<file path="config.mk">
export PLATFORM = sky130hd
export DESIGN_NAME = fifo_rd_ctrl
export DESIGN_NICKNAME = d
export VERILOG_FILES = /design/src/rtl/fifo_pkg.sv /design/src/rtl/fifo_sync2.sv /design/src/rtl/fifo_rd_ctrl.sv
export SDC_FILE = /design/constraint.sdc
export NUM_CORES = 1
export LEC_CHECK = 0
export ABC_AREA = 1
export CAP_MARGIN = 20
export CORE_UTILIZATION = 41
export DETAILED_ROUTE_END_ITERATION = 6
export PLACE_DENSITY = 0.74
export SYNTH_ARGS = -nofsm -noshare
export SYNTH_HDL_FRONTEND = slang
export SYNTH_SLANG_ARGS = --single-unit
</file>
<file path="constraint.sdc">
create_clock -name r_clk -period 1.82 [get_ports r_clk]
set_input_delay 0.273 -clock r_clk [delete_from_list [all_inputs] [get_ports r_clk]]
set_output_delay 0.273 -clock r_clk [all_outputs]
set_load 0.03 [all_outputs]
</file>
<file path="src/rtl/fifo_pkg.sv">
// Shared helpers for the async FIFO: Gray conversion and configuration check.
// Used by both the read-side and write-side pointer logic.
package fifo_pkg;

    localparam int unsigned FN_W = 32;

    // Binary to Gray conversion. Narrower pointers are zero-extended by the caller.
    function automatic logic [FN_W-1:0] bin2gray(input logic [FN_W-1:0] bin);
        return bin ^ (bin >> 1);
    endfunction

    // Gray to binary conversion. Zero-extended upper bits decode to zero.
    function automatic logic [FN_W-1:0] gray2bin(input logic [FN_W-1:0] gray);
        logic [FN_W-1:0] bin;
        bin[FN_W-1] = gray[FN_W-1];
        for (int i = FN_W - 2; i >= 0; i--) begin
            bin[i] = bin[i+1] ^ gray[i];
        end
        return bin;
    endfunction

    // Depth must be exactly half the pointer range so the wrap bit separates full from empty.
    function automatic bit depth_ok(input int unsigned f_depth, input int unsigned p_size);
        return (p_size >= 2) && (f_depth == (32'd1 << (p_size - 1)));
    endfunction

endpackage

</file>
<file path="src/rtl/fifo_sync2.sv">
// Generic two-flop synchroniser for a Gray-coded pointer bus.
module fifo_sync2 #(
    parameter int unsigned W = 5
) (
    input  logic         clk,
    input  logic         rst,
    input  logic [W-1:0] d,
    output logic [W-1:0] q
);

    logic [W-1:0] sync1_d, sync1_q;
    logic [W-1:0] sync2_d, sync2_q;

    // Shift the asynchronous bus through two stages.
    always_comb begin
        sync1_d = d;
        sync2_d = sync1_q;
    end

    // Synchroniser flops, cleared asynchronously.
    always_ff @(posedge clk or posedge rst) begin
        if (rst) begin
            sync1_q <= '0;
            sync2_q <= '0;
        end else begin
            sync1_q <= sync1_d;
            sync2_q <= sync2_d;
        end
    end

    assign q = sync2_q;

endmodule

</file>
<file path="src/rtl/fifo_rd_ctrl.sv">
// Read-domain controller for the async FIFO: write-pointer sync, read pointers,
// empty flag, and a one-word registered valid/ready output stage.
// Optional: define FIFO_RD_LEVEL_EN to add the r_level fill-level output.
module fifo_rd_ctrl
    import fifo_pkg::*;
#(
    parameter int unsigned D_SIZE  = 8,
    parameter int unsigned F_DEPTH = 16,
    parameter int unsigned P_SIZE  = 5
) (
    input  logic              r_clk,
    input  logic              r_rst,
    input  logic [P_SIZE-1:0] w_gray_ptr,
    input  logic [D_SIZE-1:0] mem_rdata,
    input  logic              r_ready,
    output logic [P_SIZE-2:0] r_addr,
    output logic [P_SIZE-1:0] r_gray_ptr,
    output logic              r_empty,
    output logic              r_valid,
    output logic [D_SIZE-1:0] r_data
`ifdef FIFO_RD_LEVEL_EN
    ,
    output logic [P_SIZE-1:0] r_level
`endif
);

    if (!depth_ok(F_DEPTH, P_SIZE)) begin : g_cfg_err
        $error("fifo_rd_ctrl: F_DEPTH must equal 2**(P_SIZE-1)");
    end

    logic [P_SIZE-1:0] wq2_gray;
    logic              fetch_c;

    logic [P_SIZE-1:0] r_bin_d,   r_bin_q;
    logic [P_SIZE-1:0] r_gray_d,  r_gray_q;
    logic              r_empty_d, r_empty_q;
    logic              r_valid_d, r_valid_q;
    logic [D_SIZE-1:0] r_data_d,  r_data_q;
`ifdef FIFO_RD_LEVEL_EN
    logic [P_SIZE-1:0] r_level_d, r_level_q;
`endif

    fifo_sync2 #(.W(P_SIZE)) u_wptr_sync (
        .clk (r_clk),
        .rst (r_rst),
        .d   (w_gray_ptr),
        .q   (wq2_gray)
    );

    // Next-state: fetch into the output register when a word is available and the slot frees up.
    always_comb begin
        fetch_c   = !r_empty_q && (!r_valid_q || r_ready);
        r_bin_d   = r_bin_q + P_SIZE'(fetch_c);
        r_gray_d  = P_SIZE'(bin2gray(FN_W'(r_bin_d)));
        r_empty_d = (r_gray_d == wq2_gray);
        r_valid_d = r_valid_q;
        r_data_d  = r_data_q;
        if (fetch_c) begin
            r_valid_d = 1'b1;
            r_data_d  = mem_rdata;
        end else if (r_ready) begin
            r_valid_d = 1'b0;
        end
`ifdef FIFO_RD_LEVEL_EN
        r_level_d = P_SIZE'(gray2bin(FN_W'(wq2_gray))) - r_bin_d;
`endif
    end

    // State registers; reset drops any held word and all pointer state.
    always_ff @(posedge r_clk or posedge r_rst) begin
        if (r_rst) begin
            r_bin_q   <= '0;
            r_gray_q  <= '0;
            r_empty_q <= 1'b1;
            r_valid_q <= 1'b0;
            r_data_q  <= '0;
`ifdef FIFO_RD_LEVEL_EN
            r_level_q <= '0;
`endif
        end else begin
            r_bin_q   <= r_bin_d;
            r_gray_q  <= r_gray_d;
            r_empty_q <= r_empty_d;
            r_valid_q <= r_valid_d;
            r_data_q  <= r_data_d;
`ifdef FIFO_RD_LEVEL_EN
            r_level_q <= r_level_d;
`endif
        end
    end

    assign r_addr     = r_bin_q[P_SIZE-2:0];
    assign r_gray_ptr = r_gray_q;
    assign r_empty    = r_empty_q;
    assign r_valid    = r_valid_q;
    assign r_data     = r_data_q;
`ifdef FIFO_RD_LEVEL_EN
    assign r_level    = r_level_q;
`endif

endmodule
</file>
==> results of run 1 <==
[per-layer routing]
metal | track usage | up-vias | part of all wire
li1 | - | 456 | -
met1 | 0.176 | 439 | 0.42
met2 | 0.265 | 25 | 0.53
met3 | 0.0791 | 4 | 0.043
met4 | 0.0679 | 0 | 0.014
met5 | 0 | - | 0
[final cells by class]
class                      count  area share
clock inverter                 1      0.0176
multi-input combinational     75       0.245
timing repair buffer          40       0.224
tap                           31      0.0227
sequential                    29       0.427
clock buffer                   7      0.0323
inverter                      14      0.0315
[cells in the final DEF (no fill, tap or decap)]
cell                              count
sky130_fd_sc_hd__inv_2                4
sky130_fd_sc_hd__a21oi_4              1
sky130_fd_sc_hd__dfrtp_1             27
sky130_fd_sc_hd__nand2_1             47
sky130_fd_sc_hd__nand3_1              3
sky130_fd_sc_hd__nand3b_1             2
sky130_fd_sc_hd__inv_1                9
sky130_fd_sc_hd__ha_4                 2
sky130_fd_sc_hd__bufinv_16            1
sky130_fd_sc_hd__clkinv_2             1
sky130_fd_sc_hd__dlygate4sd2_1        3
sky130_fd_sc_hd__nand3_2              4
sky130_fd_sc_hd__dfrtp_2              1
sky130_fd_sc_hd__clkbuf_4             5
sky130_fd_sc_hd__clkbuf_1             1
sky130_fd_sc_hd__clkdlybuf4s50_1     31
sky130_fd_sc_hd__nand2_4              1
sky130_fd_sc_hd__buf_4                6
sky130_fd_sc_hd__nor2_2               2
sky130_fd_sc_hd__clkbuf_8             1
sky130_fd_sc_hd__nand4_1              3
sky130_fd_sc_hd__nand2_2             10
sky130_fd_sc_hd__dfstp_2              1
[per-stage QoR]
stage               instances  power [W]  TNS [ns]  setup slack [ns]
floorplan                 119    0.00196         0            0.0184
CTS                       197    0.00307         0            0.0402
global route              197    0.00329         0           0.00888
global placement          189    0.00250    -0.446            -0.197
detailed placement        189    0.00254    -0.648            -0.280
finish                    197    0.00306         0            0.0898
[final timing paths]
kind / start / end / depth (start not counted)
max in group asynchronous: r_rst / r_empty$_DFF_PP1_ / 3
worst max register to register: r_empty$_DFF_PP1_ / r_empty$_DFF_PP1_ / 11
min in group r_clk: u_wptr_sync.sync1_q[2]$_DFF_PP0_ / u_wptr_sync.q[2]$_DFF_PP0_ / 0
worst min-delay path: r_rst / r_data[0]$_DFFE_PP0P_ / 3
worst max-delay path: r_bin_q[3]$_DFF_PP0_ / r_addr[3] / 1
worst min register to register: u_wptr_sync.sync1_q[2]$_DFF_PP0_ / u_wptr_sync.q[2]$_DFF_PP0_ / 0
[cell usage after synthesis]
cell type,instances,share of area
sky130_fd_sc_hd__inv_1,10,0.032
sky130_fd_sc_hd__ha_1,2,0.021
sky130_fd_sc_hd__nand2_2,10,0.053
sky130_fd_sc_hd__inv_2,3,0.0095
sky130_fd_sc_hd__buf_6,1,0.0095
sky130_fd_sc_hd__nand2_1,47,0.15
sky130_fd_sc_hd__nand3_1,3,0.013
sky130_fd_sc_hd__nand3b_1,2,0.013
sky130_fd_sc_hd__dfrtp_1,28,0.59
sky130_fd_sc_hd__nor2_2,2,0.011
sky130_fd_sc_hd__nand4_1,3,0.016
sky130_fd_sc_hd__a21oi_4,1,0.014
sky130_fd_sc_hd__nand2_4,1,0.0095
sky130_fd_sc_hd__nand3_2,4,0.034
sky130_fd_sc_hd__dfstp_2,1,0.022
sky130_fd_sc_hd__clkinv_2,1,0.0042
[worst min-delay path, delay by kind of cell]
kind	cells	cell delay (ns)
buffers and inverters	3	0.76
[power breakdown]
part | switching, W | total [W] | internal [W] | leakage (nW)
logic | 0.000895 | 0.00156 | 0.000663 | 0.449
clock network | 0.000212 | 0.000540 | 0.000328 | 0.0455
registers | 0.000142 | 0.000966 | 0.000823 | 0.342
total | 0.00125 | 0.00306 | 0.00181 | 0.836
[flip-flops by register name (all words and copies together), names as in the netlist]
| register | cells |
|---|---|
| r_data | 8 |
| r_bin_q | 5 |
| u_wptr_sync.q | 5 |
| u_wptr_sync.sync1_q | 5 |
| r_gray_ptr | 4 |
| r_empty | 1 |
| r_valid | 1 |
[cells by family after synthesis]
| kind of cell | Yosys count | synth area share |
|---|---|---|
| AO/OA/AOI/OAI | 1 | 0.0137 |
| AND/OR/NAND/NOR | 72 | 0.297 |
| buffers and inverters | 15 | 0.0549 |
| flip-flops | 29 | 0.614 |
| adder cells (fa/ha/maj) | 2 | 0.0211 |
[what timing repair did]
item | 4_1_cts | 5_1_grt
endpoints found under the setup margin | 3 | 1
endpoints found under the hold margin | 0 | 0
gates resized for setup | 3 | 2
hold buffers | 0 | 0
pin swaps | 0 | 2
==> flow_results.org, run 1 <==
** Synthesis
- Library cells used by synthesis :: 16
- After synthesis, the mean cell area works out to 9.96 um^2.
- Synthesized area :: 0.00118 mm^2
- Number of synthesized register bits :: 29
- Synthesized instance count :: 119
- Sequential fraction of the synthesis area :: 0.614
- Syn. warnings :: 0
- The number of nets handed over by synthesis was 137.

** Clock network
- The tree built by TritonCTS fans out to 29 sinks.
- After clock tree synthesis, the clock-pin slew on the worst setup and hold paths is 0.09 ns.
- CTS Buf Count :: 5
- Setup bufs post-CTS :: 0
- CTS placed an instance of sky130_fd_sc_hd__clkbuf_4 at the clock tree root.
- At the later pin of the worst-skew pair, clock insertion delay measures 0.32 ns.
- In this run the number of H-tree levels came out at 2.
- TritonCTS built the clock tree.
- No sink is reached through more buffers than the 2 on the longest clock path.

** Layout
- Nets@finish :: 183
- Storage element area :: 728 um^2
- In the final layout, the multi-input gates occupy 418 um^2.
- Core occupancy in the finished layout :: 0.618
- Synth-to-layout area growth :: 43.9%
- In the final layout, the share of cells above drive strength 1 is 0.241.
- Ant diodes :: 0
- Area of all placed cells without fillers :: 0.00171 mm^2
- Fill cells in the final layout number 239.

** Routing
- Detailed-route DRC error count :: 0
- In this run the remaining antenna-violating nets after routing total 0.
- Count of vias placed by the detailed router :: 924
- Average via count per standard cell :: 4.69
- Number of iterations in the first detailed-routing pass :: 4
- Drt wl/cell :: 10.8 um
- The routed design has 2130 um of wire.
- For this block, the initial DRC count from the detailed router was 24.

** Flow run
- Max-cap violations :: 0

** Setup path
- Across all register-to-register paths, the minimum setup slack is 0.11 ns.
- The worst setup path is launched from a flop.
- For this run, the slowest stage of the critical path takes 0.70 ns.
- Cell class contributing the biggest share of worst-path delay :: buffers and inverters
- The worst setup path is captured at an output port.
- STA puts the critical path data required time at 1.55 ns.
- Together, buffers and inverters on the worst path number 1.
- In this run the worst path has a maximum fanout of 6.
- At the worst endpoint, the arrival time is 1.46 ns.
- The critical path goes through clkdlybuf4s50_1.
- Setup CP Type :: flop to output port
- Max stage delay cell, worst path :: sky130_fd_sc_hd__clkdlybuf4s50_1

** Pwr
- Dividing total power by cell area gives a power density of 1800 mW/mm^2.
- Max VDD drop :: 0.961 mV
- Summed over all cells, the static leakage comes to 0.836 nW.

** Die
- Area enclosed by the die boundary :: 0.00311 mm^2
- Core region area :: 0.00276 mm^2
- The initial utilization of the core area, before any placement, comes to 0.430.
- Number of top-level pins :: 35
- Measured along the x axis, the die boundary spans 55.8 um.
- FP Rows :: 19
- Measured along the y axis, the die boundary spans 55.8 um.

** Global route
- The first global-routing pass estimated 3750 um of wire.
- The initial antenna violation count was 0.
- The via count of the first global-routing pass is 927.
- In the global route stage, overall resource usage came out at 0.161.
- Largest net degree at the start of global routing :: 30
- Remaining global-route overflow :: 0

** Placement
- Weighted congestion reported at the end of routability-driven placement :: 0.786
- Final HPWL DP :: 1600 um
- After detailed placement, the total cell area comes to 0.00161 mm^2.
- Input/output buffers :: 34

** STA
- Setup repair after global routing left no endpoint under its margin.
- Setup Skew :: 0.00646 ns
- Count of pins over their slew limit :: 0
- Share of the clock period used by the worst path after layout :: 0.951
- Derived from the worst setup path, the maximum achievable clock frequency is 578 MHz.
- The smallest clock period supported by the final layout is computed as 1.73 ns.
- Total setup violations reported at the end of the flow :: 0
- At the pin with the least slew margin, the transition time is 0.342 ns.
- Number of hold violations in the final report :: 0
- Tightest hold margin :: 0.301 ns
- Max_slew headroom :: 0.772

** Run status
- Outcome :: finished, final reports clean

** Worst hold path
- In this run the worst hold path is classified as primary input to asynchronous set/reset pin.
Power figures use the tool's default switching activity.
==> inputs of run 2 (changes only) <==
--- a/config.mk
+++ b/config.mk
@@ -7,6 +7,7 @@
 export LEC_CHECK = 0
 export ABC_AREA = 1
 export CAP_MARGIN = 20
+export CORE_MARGIN = 4
 export CORE_UTILIZATION = 41
 export DETAILED_ROUTE_END_ITERATION = 6
 export PLACE_DENSITY = 0.74
==> flow_results.org, run 2 (synthesized netlist as in run 1, its figures left out) <==
** Run status
- The flow ran to the end, and the final reports show no timing, DRC or antenna violations.

** Global route
- Entering global routing, the biggest net connects 30 pins.
- The first global-routing pass estimated 3570 um of wire.
- Met1 Usage GRT :: 0.142
- Met2 track demand over resource :: 0.232
- The via count of the first global-routing pass is 915.
- The layer flagged by global routing as most heavily used is met2.
- The initial antenna violation count is 0.
- For met3 alone, demand over resource in global routing was 0.0434.
- Total global routing track utilization :: 0.132
- Remaining global-route overflow :: 0

** Setup path
- Element type at the critical path end :: output port
- Ordered list of cells on the worst path :: clkdlybuf4s50_1
- The setup check on the worst reg-to-reg path leaves a slack of 0.12 ns.
- For this run, the slowest stage of the critical path takes 0.70 ns.
- Along the worst path, the maximum fanout reaches 6.
- At the worst endpoint, the required time is 1.55 ns.
- STA classifies the critical path startpoint as a flop.
- Together, buffers and inverters on the worst path number 1.
- On the critical path, the stage with the largest delay is an instance of sky130_fd_sc_hd__clkdlybuf4s50_1.
- Broken down by cell family, the worst path's largest delay share belongs to buffers and inverters.
- The critical path is of the flop to output port type.
- At the worst endpoint, the arrival time is 1.44 ns.

** STA
- Headroom to the max-slew limit came out at 0.763.
- At the pin with the least slew margin, the transition time is 0.355 ns.
- Adding up every negative setup slack in the final design gives 0 ns.
- Final worst path period need :: 1.71 ns
- For this run, the top clock speed supported by timing is 584 MHz.
- RSZ-0062 raised after global routing :: yes
- Setup Skew :: 0.00720 ns
- In the finished design, the share of the clock period the worst path needs comes to 0.940.
- Count of pins over their slew limit :: 0
- The number of hold violations in the final report was 0.
- Setup violations remaining at the end of the flow were counted as 0.
- Worst-case setup margin in the final layout :: 0.109 ns

** Pwr
- Total power draw :: 0.00309 W
- Leakage power :: 0.862 nW
- Power per Cell Area :: 1790 mW/mm^2
- VDD sags by at most 1.19 mV.

** Layout
- Storage element area :: 728 um^2
- Synth-to-layout area growth :: 45.7%
- Ant diodes :: 0
- In the final design database the tool counted 185 nets.
- Largest register FFs :: 8
- Area taken by multi-input logic gates :: 418 um^2
- In the final layout, the share of cells above drive strength 1 is 0.250.
- The finished cells cover 0.00173 mm^2.
- Commonest non-fill, non-tap cell in the layout :: sky130_fd_sc_hd__nand2_1
- Core occupancy in the finished layout :: 0.626
- The top cell types in the final layout, fill and taps aside, are sky130_fd_sc_hd__nand2_1 (47), sky130_fd_sc_hd__clkdlybuf4s50_1 (30), sky130_fd_sc_hd__dfrtp_1 (27), sky130_fd_sc_hd__nand2_2 (10), sky130_fd_sc_hd__inv_1 (9).
- Fill cells in the final layout number 220.

** Routing
- For this run, the detailed router's first-pass iteration total came to 4.
- After detailed routing, the number of vias per cell comes to 4.74.
- Detailed-route DRC error count :: 0
- Count of vias placed by the detailed router :: 943
- After detailed routing, the average wire length per cell comes to 11.5 um.
- The detail route stage leaves a number of antenna-violating nets equal to 0.
- Post-Route WL :: 2290 um
- For this block, the initial DRC count from the detailed router was 15.

** Die
- Number of top-level pins :: 35
- Core region area :: 0.00276 mm^2
- Area enclosed by the die boundary :: 0.00381 mm^2
- FP Rows :: 19
- Die height :: 61.8 um
- The die is 61.8 um wide.
- The initial utilization of the core area, before any placement, comes to 0.430.

** Placement
- Weighted congestion reported at the end of routability-driven placement :: 0.777
- Prior to clock tree synthesis, the placed netlist has a worst setup slack of -0.258 ns.
- Input/output buffers :: 34
- Final HPWL DP :: 1750 um
- The placed instances occupy a cell area of 0.00161 mm^2.

** Clock network
- # hold bufs at CTS :: 0
- Clock-pin slew was measured on the worst setup and hold paths at 0.09 ns.
- The H-tree generated during clock tree synthesis spans 2 levels.
- The clock passes through at most 2 buffers.
- The root buffer cell chosen for the clock tree is sky130_fd_sc_hd__clkbuf_4.
- Number of clock sinks :: 29
- In this run, CTS created clock tree buffers numbering 5.
- Clock Latency Late Sink :: 0.31 ns
- TritonCTS built the clock tree.

** Flow run
- Max-cap violations :: 0

** Worst hold path
- In this run the worst hold path is classified as primary input to flop.
==> run 2: cell types whose count changed in the layout (fill, tap and decap cells not counted) <==
| cell | delta |
|---|---|
| sky130_fd_sc_hd__buf_4 | +2 |
| sky130_fd_sc_hd__dlymetal6s2s_1 | +2 |
| sky130_fd_sc_hd__clkdlybuf4s50_1 | -1 |
| sky130_fd_sc_hd__dlygate4sd2_1 | -1 |
==> run 2: repair_timing <==
action,4_1_cts,5_1_grt
gates resized for setup,2,4
pin swaps,0,3
endpoints found under the setup margin,2,2
setup buffers,0,2
==> run 2: area by class of cell <==
class,instances,area share
clock buffers,7,0.0319
clock inverters,1,0.0174
inverters,14,0.0312
multi-input cells,75,0.242
flip-flops and latches,29,0.422
well taps,31,0.0225
repair buffers,42,0.233
==> run 2: path summary, 6_finish.rpt <==
check / to / start / cells past startpoint
min: r_valid$_DFFE_PP0P_ / r_ready / 4
max in group asynchronous: r_empty$_DFF_PP1_ / r_rst / 3
max: r_addr[3] / r_bin_q[3]$_DFF_PP0_ / 1
max reg2reg: r_empty$_DFF_PP1_ / r_empty$_DFF_PP1_ / 12
min reg2reg: u_wptr_sync.q[2]$_DFF_PP0_ / u_wptr_sync.sync1_q[2]$_DFF_PP0_ / 0
min in group asynchronous: r_bin_q[0]$_DFF_PP0_ / r_rst / 3
==> run 2: stage by stage <==
stage | std cells | hold WS (ns)
floorplan | 119 | 0.304
global placement | 189 | 0.333
detailed placement | 189 | 0.335
CTS | 197 | 0.322
global route | 199 | 0.268
finish | 199 | 0.239
==> run 2: power breakdown <==
group	total (W)	internal, W	switching [W]
Combinational	0.00159	0.000685	0.000901
Clock	0.000539	0.000328	0.000211
Sequential	0.000965	0.000823	0.000141
Total	0.00309	0.00184	0.00125
==> run 2: routing by layer <==
layer | wire (um) | vias up | part of all wire
met4 | 34 | 0 | 0.015
met5 | 0 | - | 0
li1 | - | 458 | -
met1 | 902 | 460 | 0.39
met3 | 127 | 5 | 0.056
met2 | 1220 | 20 | 0.53
